File: src/rtl/isa_pkg.sv
// Opcode map and decoded-control record shared by fetch, decode and issue.
package isa_pkg;

  localparam logic [6:0] OP_LOAD    = 7'h03;
  localparam logic [6:0] OP_VLD     = 7'h07;
  localparam logic [6:0] OP_ATOM_V  = 7'h0B;
  localparam logic [6:0] OP_STORE   = 7'h23;
  localparam logic [6:0] OP_VST     = 7'h27;
  localparam logic [6:0] OP_ATOM_SC = 7'h2F;
  localparam logic [6:0] OP_VEC_ALU = 7'h57;
  localparam logic [6:0] OP_TEX     = 7'h5B;
  localparam logic [6:0] OP_BRANCH  = 7'h63;
  localparam logic [6:0] OP_SYSTEM  = 7'h73;

  typedef struct packed {
    logic [6:0]  opcode;
    logic [4:0]  rd;
    logic [2:0]  funct3;
    logic [4:0]  rs1;
    logic [4:0]  rs2;
    logic [6:0]  funct7;
    logic [31:0] imm;
    logic        is_vector;
    logic        vm_enable;
    logic        is_load;
    logic        is_store;
    logic        is_branch;
    logic        is_gfx;
    logic        is_atomic;
    logic        uses_rd;
    logic        is_valid;
  } decode_ctrl_t;

endpackage

File: src/rtl/decode_queue.sv
// Multi-lane decode queue: decodes a fetch bundle at push time into a circular buffer, one entry out per cycle.
// Optional same-cycle bypass of an empty queue is enabled by defining DECODE_QUEUE_BYPASS_EN.
module decode_queue
  import isa_pkg::*;
#(
  parameter int LANES = 2,
  parameter int DEPTH = 8,
  parameter int PC_W  = 32
) (
  input  logic                      clk,
  input  logic                      rst_n,
  input  logic                      flush,
  input  logic                      in_valid,
  output logic                      in_ready,
  input  logic [32*LANES-1:0]       in_inst,
  input  logic [LANES-1:0]          in_mask,
  input  logic [PC_W-1:0]           in_pc,
  output logic                      out_valid,
  input  logic                      out_ready,
  output logic [31:0]               out_inst,
  output logic [PC_W-1:0]           out_pc,
  output decode_ctrl_t              out_ctrl,
  output logic [$clog2(DEPTH):0]    count
);

  localparam int PTR_W = $clog2(DEPTH);
  localparam int CNT_W = PTR_W + 1;

  logic [PTR_W-1:0] head, tail;
  logic [31:0]      inst_mem [DEPTH];
  logic [PC_W-1:0]  pc_mem   [DEPTH];
  decode_ctrl_t     ctrl_mem [DEPTH];

  logic             push, pop;
  logic [LANES-1:0] wr_mask;
  logic [PTR_W-1:0] wr_idx [LANES];
  logic [CNT_W-1:0] n_push;

  function automatic decode_ctrl_t decode(input logic [31:0] inst);
    decode_ctrl_t c;
    logic [6:0]   op;
    logic         gfx;
    c   = '0;
    op  = inst[6:0];
    gfx = (op == OP_ATOM_SC) && (inst[31:25] == 7'd0) && (inst[14:12] != 3'b111);
    c.opcode = op;
    c.rd     = inst[11:7];
    c.funct3 = inst[14:12];
    c.rs1    = inst[19:15];
    c.rs2    = inst[24:20];
    c.funct7 = inst[31:25];
    if (op == OP_BRANCH)
      c.imm = {{19{inst[31]}}, inst[31], inst[7], inst[30:25], inst[11:8], 1'b0};
    else if (op == OP_STORE || op == OP_VST || op == OP_ATOM_V)
      c.imm = {{20{inst[31]}}, inst[31:25], inst[11:7]};
    else
      c.imm = {{20{inst[31]}}, inst[31:20]};
    c.is_vector = (op == OP_VEC_ALU) || (op == OP_VLD) || (op == OP_VST) ||
                  (op == OP_TEX) || (op == OP_ATOM_V);
    c.vm_enable = c.is_vector & inst[25];
    c.is_load   = (op == OP_LOAD) || (op == OP_VLD);
    c.is_store  = (op == OP_STORE) || (op == OP_VST);
    c.is_branch = (op == OP_BRANCH);
    c.is_gfx    = gfx;
    c.is_atomic = ((op == OP_ATOM_SC) && !gfx) || (op == OP_ATOM_V);
    c.uses_rd   = !((op == OP_BRANCH) || (op == OP_STORE) || (op == OP_VST) ||
                    ((op == OP_SYSTEM) && (inst[14:12] == 3'd0)) || gfx);
    c.is_valid  = 1'b1;
    return c;
  endfunction

  // in_ready looks only at registered occupancy, never at a same-cycle pop
  assign in_ready = (CNT_W'(DEPTH) - count) >= CNT_W'(LANES);
  assign push     = in_valid & in_ready & ~flush;
  assign pop      = (count != '0) & out_ready & ~flush;

`ifdef DECODE_QUEUE_BYPASS_EN
  logic           bypass, bypass_take, found;
  logic [31:0]    byp_inst;
  logic [PC_W-1:0] byp_pc;

  assign bypass      = push & (count == '0) & (|in_mask);
  assign bypass_take = bypass & out_ready;

  always_comb begin
    byp_inst = '0;
    byp_pc   = '0;
    found    = 1'b0;
    for (int i = 0; i < LANES; i++) begin
      if (in_mask[i] && !found) begin
        found    = 1'b1;
        byp_inst = in_inst[32*i +: 32];
        byp_pc   = in_pc + PC_W'(4 * i);
      end
    end
  end

  // A consumed bypass lane is the lowest set bit; it must not occupy a slot
  assign wr_mask   = bypass_take ? (in_mask & ~(in_mask & (~in_mask + LANES'(1)))) : in_mask;
  assign out_valid = (count != '0) | bypass;
  assign out_inst  = bypass ? byp_inst : inst_mem[head];
  assign out_pc    = bypass ? byp_pc : pc_mem[head];
  assign out_ctrl  = bypass ? decode(byp_inst) : ctrl_mem[head];
`else
  assign wr_mask   = in_mask;
  assign out_valid = (count != '0);
  assign out_inst  = inst_mem[head];
  assign out_pc    = pc_mem[head];
  assign out_ctrl  = ctrl_mem[head];
`endif

  // Compact the masked lanes onto consecutive slots starting at tail
  always_comb begin
    logic [PTR_W-1:0] rank;
    rank   = '0;
    n_push = '0;
    for (int i = 0; i < LANES; i++) begin
      wr_idx[i] = tail + rank;
      rank      = rank + PTR_W'(wr_mask[i]);
      n_push    = n_push + CNT_W'(wr_mask[i]);
    end
  end

  always_ff @(posedge clk) begin
    if (push) begin
      for (int i = 0; i < LANES; i++) begin
        if (wr_mask[i]) begin
          inst_mem[wr_idx[i]] <= in_inst[32*i +: 32];
          pc_mem[wr_idx[i]]   <= in_pc + PC_W'(4 * i);
          ctrl_mem[wr_idx[i]] <= decode(in_inst[32*i +: 32]);
        end
      end
    end
  end

  always_ff @(posedge clk or negedge rst_n) begin
    if (!rst_n) begin
      head  <= '0;
      tail  <= '0;
      count <= '0;
    end else if (flush) begin
      head  <= '0;
      tail  <= '0;
      count <= '0;
    end else begin
      if (push) tail <= tail + PTR_W'(n_push);
      if (pop)  head <= head + PTR_W'(1);
      count <= count + (push ? n_push : CNT_W'(0)) - CNT_W'(pop);
    end
  end

endmodule
File: config.mk
export PLATFORM = sky130hd
export DESIGN_NAME = decode_queue
export DESIGN_NICKNAME = d
export VERILOG_FILES = /design/src/rtl/isa_pkg.sv /design/src/rtl/decode_queue.sv
export SDC_FILE = /design/constraint.sdc
export NUM_CORES = 1
export LEC_CHECK = 0
export ABC_CLOCK_PERIOD_IN_PS = 30800
export BUFFER_PORTS_ARGS = -buffer_cell sky130_fd_sc_hd__buf_4
export CAP_MARGIN = 20
export CORE_ASPECT_RATIO = 1.25
export CORE_MARGIN = 2
export CORE_UTILIZATION = 45
export CTS_CLUSTER_SIZE = 16
export DETAILED_ROUTE_END_ITERATION = 7
export HOLD_SLACK_MARGIN = 0.05
export MAX_ROUTING_LAYER = met4
export SYNTH_ARGS = -nofsm -noshare
export SYNTH_HDL_FRONTEND = slang
export SYNTH_SLANG_ARGS = --single-unit
File: constraint.sdc
create_clock -name clk -period 30.8 [get_ports clk]
set_input_delay 3.08 -clock clk [delete_from_list [all_inputs] [get_ports clk]]
set_output_delay 3.08 -clock clk [all_outputs]
set_load 0.02 [all_outputs]
==> impl_results.md, run 1 <==
* Maximum vdd drop at ~0.07 mV
* Yosys cell types at between 60 and 70
* Metal2 WL at roughly 52,000 µm
* Setup crit end kind: output port
* Gr usage total at between 20% and 30%
* Vias at ~22,000
* CTS H-tree depth at 3
* Drt first pass iters at 8
* Synth Flop Type: edfxtp_1
* YS warnings at 0
* Post-CTS setup buffer count at 0
* Setup_tns at 0 ps
* Die W at approximately 250 µm
* Core ar. at about 74,000 µm²
* Largest net degree at the start of global routing at 88
* Power Dens Cells at between 70 and 80 nW/µm²
* Final Wtd Congestion at ~0.83
* Avg WL per Cell at roughly 25 µm
* CP Launch Type: flop
* Die Y at ~310 µm
* Residual antenna-violating net count after detailed routing at 0
* Leak pwr at between 0.01 and 0.015 µW
* WS Path Type: reg2out
* Worst-margin pin slew at approximately 1100 ps
* Reg clk slew, reported paths at 60 ps
* Layout cells sized above 1 at about 22%
* Outcome: finished with violations
* Post-CTS Resized at 0
* WP data required at about 28,000 ps
* Clock Path Buffers at 3
* First-pass GRT wire length at between 100,000 and 150,000 µm
* Area Overhead vs Synth at 12.3%
* CTS Sinks at ~630
* Cell count after synthesis at around 2,900
* Wl on met1 at between 30,000 and 40,000 µm
* EDFF count, synth at roughly 620
* Sequential share of the synthesized area at a little under three fifths
* Post-route DRC at 9
* Final hold vios at 0
* Top Layer Used: met4
* Post-Route WL at 100,000 µm
* Maxcap violations at 0
* Floorplan row count at 112
* Vias in the first global route at about 23,000
* RSZ-0062 raised after global routing: no
* Mean Syn Cell Area at around 12 µm²
* Number of vias per cell at roughly 5.7
* Gr ovfl total at 0
* Slew HR at 25.1%
* Final slew viol count at 0
* Tmin final at 6740 ps
* Yosys top cell area share at 55.7%
* Cell at the root of the clock tree: clkbuf_16
* Number of nets in the layout at about 3,000
* Synth Register Bits at between 600 and 700
* Syn_nets at 2,984
* Clock insertion delay at the later pin of the skew report at slightly above 600 ps
* CP Max Fanout at 42
* Initial antenna violation count at 7
* Worst hold slack at just under 700 ps
* DP HPWL at about 57,000 µm
* Post-Syn Area at 33,600 µm²
* Initial Utilization at roughly 45%
* Final period utilization at 21.9%
* Top post-synthesis cells by area: edfxtp_1 (56%), mux4_2 (10%), nand2_1 (10%)
* Failing checks: DRC
* Clock skew at 22.6 ps
* Area leader, netlist: edfxtp_1
* # port buffers at 244
* Critical path arrival at 3660 ps
* Area of the die at just under 80,000 µm²
* Hold Buf Count CTS at 0
* R2R cell count at 14
* Fraction of registers with async set/reset at under 10%
* Endpoints failing setup at 0
* CTS buffer count at slightly below 70
* Detailed router's first-iteration violation count at approximately 2,200
* Worst Hold Depth at 2
* Met3 Wirelength at roughly 7700 µm
* Fmax at between 100 and 150 MHz
* CTS tree: yes
* Top-Level Pins at 246
* Worst hold path class: reg2reg
-- cell families after synthesis --
| logic type | count (synthesis) | synth area share (%) |
|---|---|---|
| xor+xnor | 243 | 6.33 |
| buf+inv | 336 | 4.82 |
| fa+ha+maj | 16 | 0.640 |
| compound gates | 142 | 2.74 |
| mux | 279 | 14.4 |
| flops | 634 | 56.4 |
| other cells | 1 | 0.0111 |
| simple gates | 1214 | 14.6 |
-- critical path, cell delays in order, from the launching register on --
cell     delay (ps)
dfrtp_4         880
buf_4           830
mux4_2          610
mux2_2          440
buf_4           220
-- state kept, by name, summed over array words and instances (netlist names) --
signal,count
count,4
ctrl_mem,360
head,3
inst_mem,8
pc_mem,256
tail,3
-- stage by stage --
step	power [µW]	area, µm²	setup WS (ps)	util, %	std cells
3_3_place_gp	2020	35700	24230	47.9	3804
5_1_grt	2890	37800	23810	50.8	3935
4_1_cts	2810	37700	23930	50.7	3926
2_1_floorplan	1740	33600	18870	-	2865
6_report	2780	37800	24060	50.8	3935
3_5_place_dp	2030	35700	24200	48.0	3806
-- cell type report --
cell class	instances	area (µm²)
diodes	7	17.5
clock buffers	86	1810
clock inverters	34	239
fillers	6444	36600
inverters	18	67.6
multi-input cells	1895	13200
flip-flops and latches	634	19000
well taps	969	1210
repair buffers	292	2210
-- routing by layer --
| layer | global-route usage, % | up-vias |
|---|---|---|
| li1 | - | 10000 |
| met1 | 32.0 | 11200 |
| met2 | 46.7 | 955 |
| met3 | 4.01 | 178 |
| met4 | 8.79 | 0 |
| met5 | - | - |
-- worst paths after layout --
path	from	to	slack [ps]
min in group asynchronous	rst_n	tail[2]	2300
hold reg to reg	tail[2]	tail[2]	680
setup reg to reg	count[0]	count[3]	26760
hold / removal	tail[2]	tail[2]	680
setup / recovery	head[0]	out_ctrl[28]	24060
max in group asynchronous	rst_n	head[1]	28330
-- placed cells by master, fill, tap and decap left out, drive strengths merged, types with 8 or more instances in the layout --
cell type	instances
a211oi	8
a21oi	19
and3	13
buf	290
clkbuf	88
clkinv	31
dfrtp	10
edfxtp	624
ha	14
inv	18
mux2	79
mux2i	44
mux4	156
nand2	934
nand3	37
nand4	14
nor2	138
nor3	8
nor4	33
o21ai	85
xnor2	112
xor2	131
-- synth_stat cells (all sizes together) (4+ instances only) --
cell,instances
a211o,4
a211oi,8
a21oi,19
and2,6
and3,13
buf,150
clkbuf,168
dfrtp,10
edfxtp,624
ha,14
inv,18
mux2,79
mux2i,44
mux4,156
nand2,934
nand2b,4
nand3,37
nand3b,4
nand4,14
nor2,138
nor2b,5
nor3,8
nor4,33
o211ai,7
o21ai,85
o31ai,5
o41ai,6
xnor2,112
xor2,131
-- where the power goes --
group / switching (µW) / internal, µW / leakage (µW)
combinational: 550 / 401 / 0.00662
sequential: 37.8 / 1010 / 0.00574
clock: 338 / 441 / 0.00101
Note: power is estimated with default switching activity, not from simulation.
==> run 2: changes to the inputs <==
Settings changed: ABC_CLOCK_PERIOD_IN_PS 30800 to 5630.
Clock period 30.8 ns to 5.63 ns, I/O delays scaled along.
==> run 2 against run 1 <==
The flow still finishes with violations (DRC). Via count increased by 0.22%. Largest power group unchanged. Final cell count about the same. Sequential share of layout area decreased by 0.33 points.
==> impl_results.md, run 2 (synthesized netlist as in run 1, its figures left out) <==
* Reg2reg end: ctrl_mem[7][66] (was count[3])
* R2R cell count at 7 (was 14)
* Layout cells sized above 1 at 22.5% (was 22.2%)
* CTS buffer count at 69 (was 68)
* Endpoints failing setup at 0 (unchanged)
* Final slew viol count at 0 (unchanged)
* Clock Power Share at 28.4% (was 28.0%)
* Detailed router's first-iteration violation count at 2,281 (was 2,156)
* Worst hold path class: in2reg (was reg2reg)
* CTS Sinks at 634 (unchanged)
* Area Overhead vs Synth at 13.0% (was 12.3%)
* Final instance area at 38,000 µm² (was 37,800 µm²)
* Critical path arrival at 4190 ps (was 3660 ps)
* Post-route DRC at 22 (was 9)
* Final period utilization at 70.0%
* Setup crit end kind: flop (was output port)
* Vias at 22,500 (was 22,400)
* Placed instance area at 35,900 µm² (was 35,700 µm²)
* Failing checks: DRC (unchanged)
* Fmax at ~250 MHz
* Avg WL per Cell at 25.6 µm (was 25.4 µm)
* Gr ovfl total at 0 (unchanged)
* Outcome: finished with violations (unchanged)
* Residual antenna-violating net count after detailed routing at 0 (unchanged)
* Switching part of the total at 33.6% (was 33.3%)
* RSZ-0062 raised after global routing: no (unchanged)
* Clock Path Buffers at 3 (unchanged)
* CP startpoint: count[0] (was head[0])
* Number of flip-flops in the largest register at 360 (unchanged)
* Comb pwr share at 34.6% (was 34.2%)
* Most common cell after layout, fill and taps aside: nand2_1 (unchanged)
* WS Path Type: reg2reg (was reg2out)
* First-pass GRT wire length at 148,000 µm (was 147,000 µm)
* CP Launch Type: flop (unchanged)
* Area of the die at 77,000 µm² (unchanged)
* Initial antenna violation count at 9 (was 7)
* Origin of the critical flop-to-flop path: count[0] (unchanged)
* CTS H-tree depth at 3 (unchanged)
* Initial Utilization at 45.2% (unchanged)
* Reg clk slew, reported paths at 60 ps (about the same)
* Die Y at 310 µm (unchanged)
* Maximum vdd drop at 0.253 mV (was 0.0691 mV)
* Gr usage total at 27.0% (was 26.7%)
* Final hold vios at 0 (unchanged)
* Vias in the first global route at 22,600 (was 22,800)
* Top-Level Pins at 246 (unchanged)
* Final Wtd Congestion at 0.827 (was 0.831)
* Psw at 5180 µW (was 926 µW)
* Power Dens Cells at 406 nW/µm² (was 73.6 nW/µm²)
* Largest net degree at the start of global routing at 69 (was 88)
* Tmin final at 3940 ps
* Floorplan row count at 112 (unchanged)
* CP Max Fanout at 38 (was 42)
* Cell internal pwr at 10,300 µW (was 1860 µW)
* Reg2Reg Setup Slack at 1690 ps (was 26,760 ps)
* CTS tree: yes (unchanged)
* Maxcap violations at 0 (unchanged)
* Worst-margin pin slew at 1120 ps (about the same)
* Slew HR at 25.4% (was 25.1%)
* Setup_tns at 0 ps (unchanged)
* Number of vias per cell at 5.71 (was 5.70)
* Clock skew at 26.5 ps (was 22.6 ps)
* Number of nets in the layout at 3,033 (was 3,028)
* Sequential Power Share at 37.0% (was 37.8%)
* # port buffers at 244 (unchanged)
* WP data required at 5870 ps (was 27,720 ps)
* Cell at the root of the clock tree: clkbuf_16 (unchanged)
* Die W at 249 µm (unchanged)
* Drt first pass iters at 8 (unchanged)
* Core ar. at 74,400 µm² (unchanged)
* Setup crit end: ctrl_mem[7][66] (was out_ctrl[28])
* Clock insertion delay at the later pin of the skew report at 620 ps (was 610 ps)
* Leak pwr at 0.0135 µW (was 0.0134 µW)
* Post-Route WL at 101,000 µm (was 100,000 µm)
* Post-CTS Resized at 0 (unchanged)
* DP HPWL at 59,100 µm (was 57,000 µm)
* Commonest non-fill, non-tap cells in the layout: nand2_1 (934), edfxtp_1 (624), buf_4 (283) (was nand2_1 (934), edfxtp_1 (624), buf_4 (287))
## run 2: cell type report
type	instances	area (µm²)
antenna	10	25.0
clock buffer	83	1820
clock inverter	32	278
fill	6397	36400
inverter	18	67.6
multi-input combinational	1895	13300
sequential	634	19000
tap	969	1210
timing repair buffer	296	2360
## run 2: per-stage QoR
stage | util [%] | cells | power (µW) | hold slack, ps | setup WS (ps)
detailed placement | 48.2 | 3809 | 11200 | 399 | 1700
finish | 51.1 | 3937 | 15400 | 182 | 1690
global placement | 48.2 | 3809 | 11200 | 397 | 1750
CTS | 51.0 | 3925 | 15600 | 152 | 1650
global route | 51.1 | 3936 | 16100 | 168 | 1490
floorplan | - | 2865 | 9480 | 267 | -2430
## run 2: timing repair
| action | 4_1_cts | 5_1_grt |
|---|---|---|
| buffers inserted | 0 | 0 |
| endpoints found under the hold margin | 10 | 0 |
| hold buffers | 1 | 0 |
## run 2: worst min path at each step
stage	from	to	slack [ps]	cells after the start
after floorplan	rst_n	count[0]	270	0
after global placement	rst_n	count[3]	400	1
after detailed placement	rst_n	count[3]	400	1
after CTS	in_pc[1]	pc_mem[4][1]	150	1
after global routing	in_pc[1]	pc_mem[4][1]	170	1
final	in_pc[1]	pc_mem[7][1]	180	1
## run 2: metal layers
layer	vias to the layer above	wire length [µm]	GRT usage [%]	part of all wire, %
li1	10100	-	-	-
met1	11200	37500	31.5	37
met2	1000	52000	46.9	52
met3	197	7760	4.73	7.7
met4	0	3500	10.2	3.5
met5	-	0	-	0
## run 2: worst max-delay path, stage by stage, from the launching register on
cell and delay (ps):
dfrtp_1 420, inv_1 100, ha_1 230, xnor2_1 210
or3_1 530, nor2_2 300, o31ai_4 1010, buf_4 690
## run 2: power groups by stage
stage | clock [µW] | sequential (µW) | combinational, µW
finish | 4380 | 5710 | 5350
global placement | 0 | 5800 | 5360
global route | 4630 | 5740 | 5690
CTS | 4440 | 5720 | 5430
floorplan | 0 | 5760 | 3720
detailed placement | 0 | 5820 | 5410
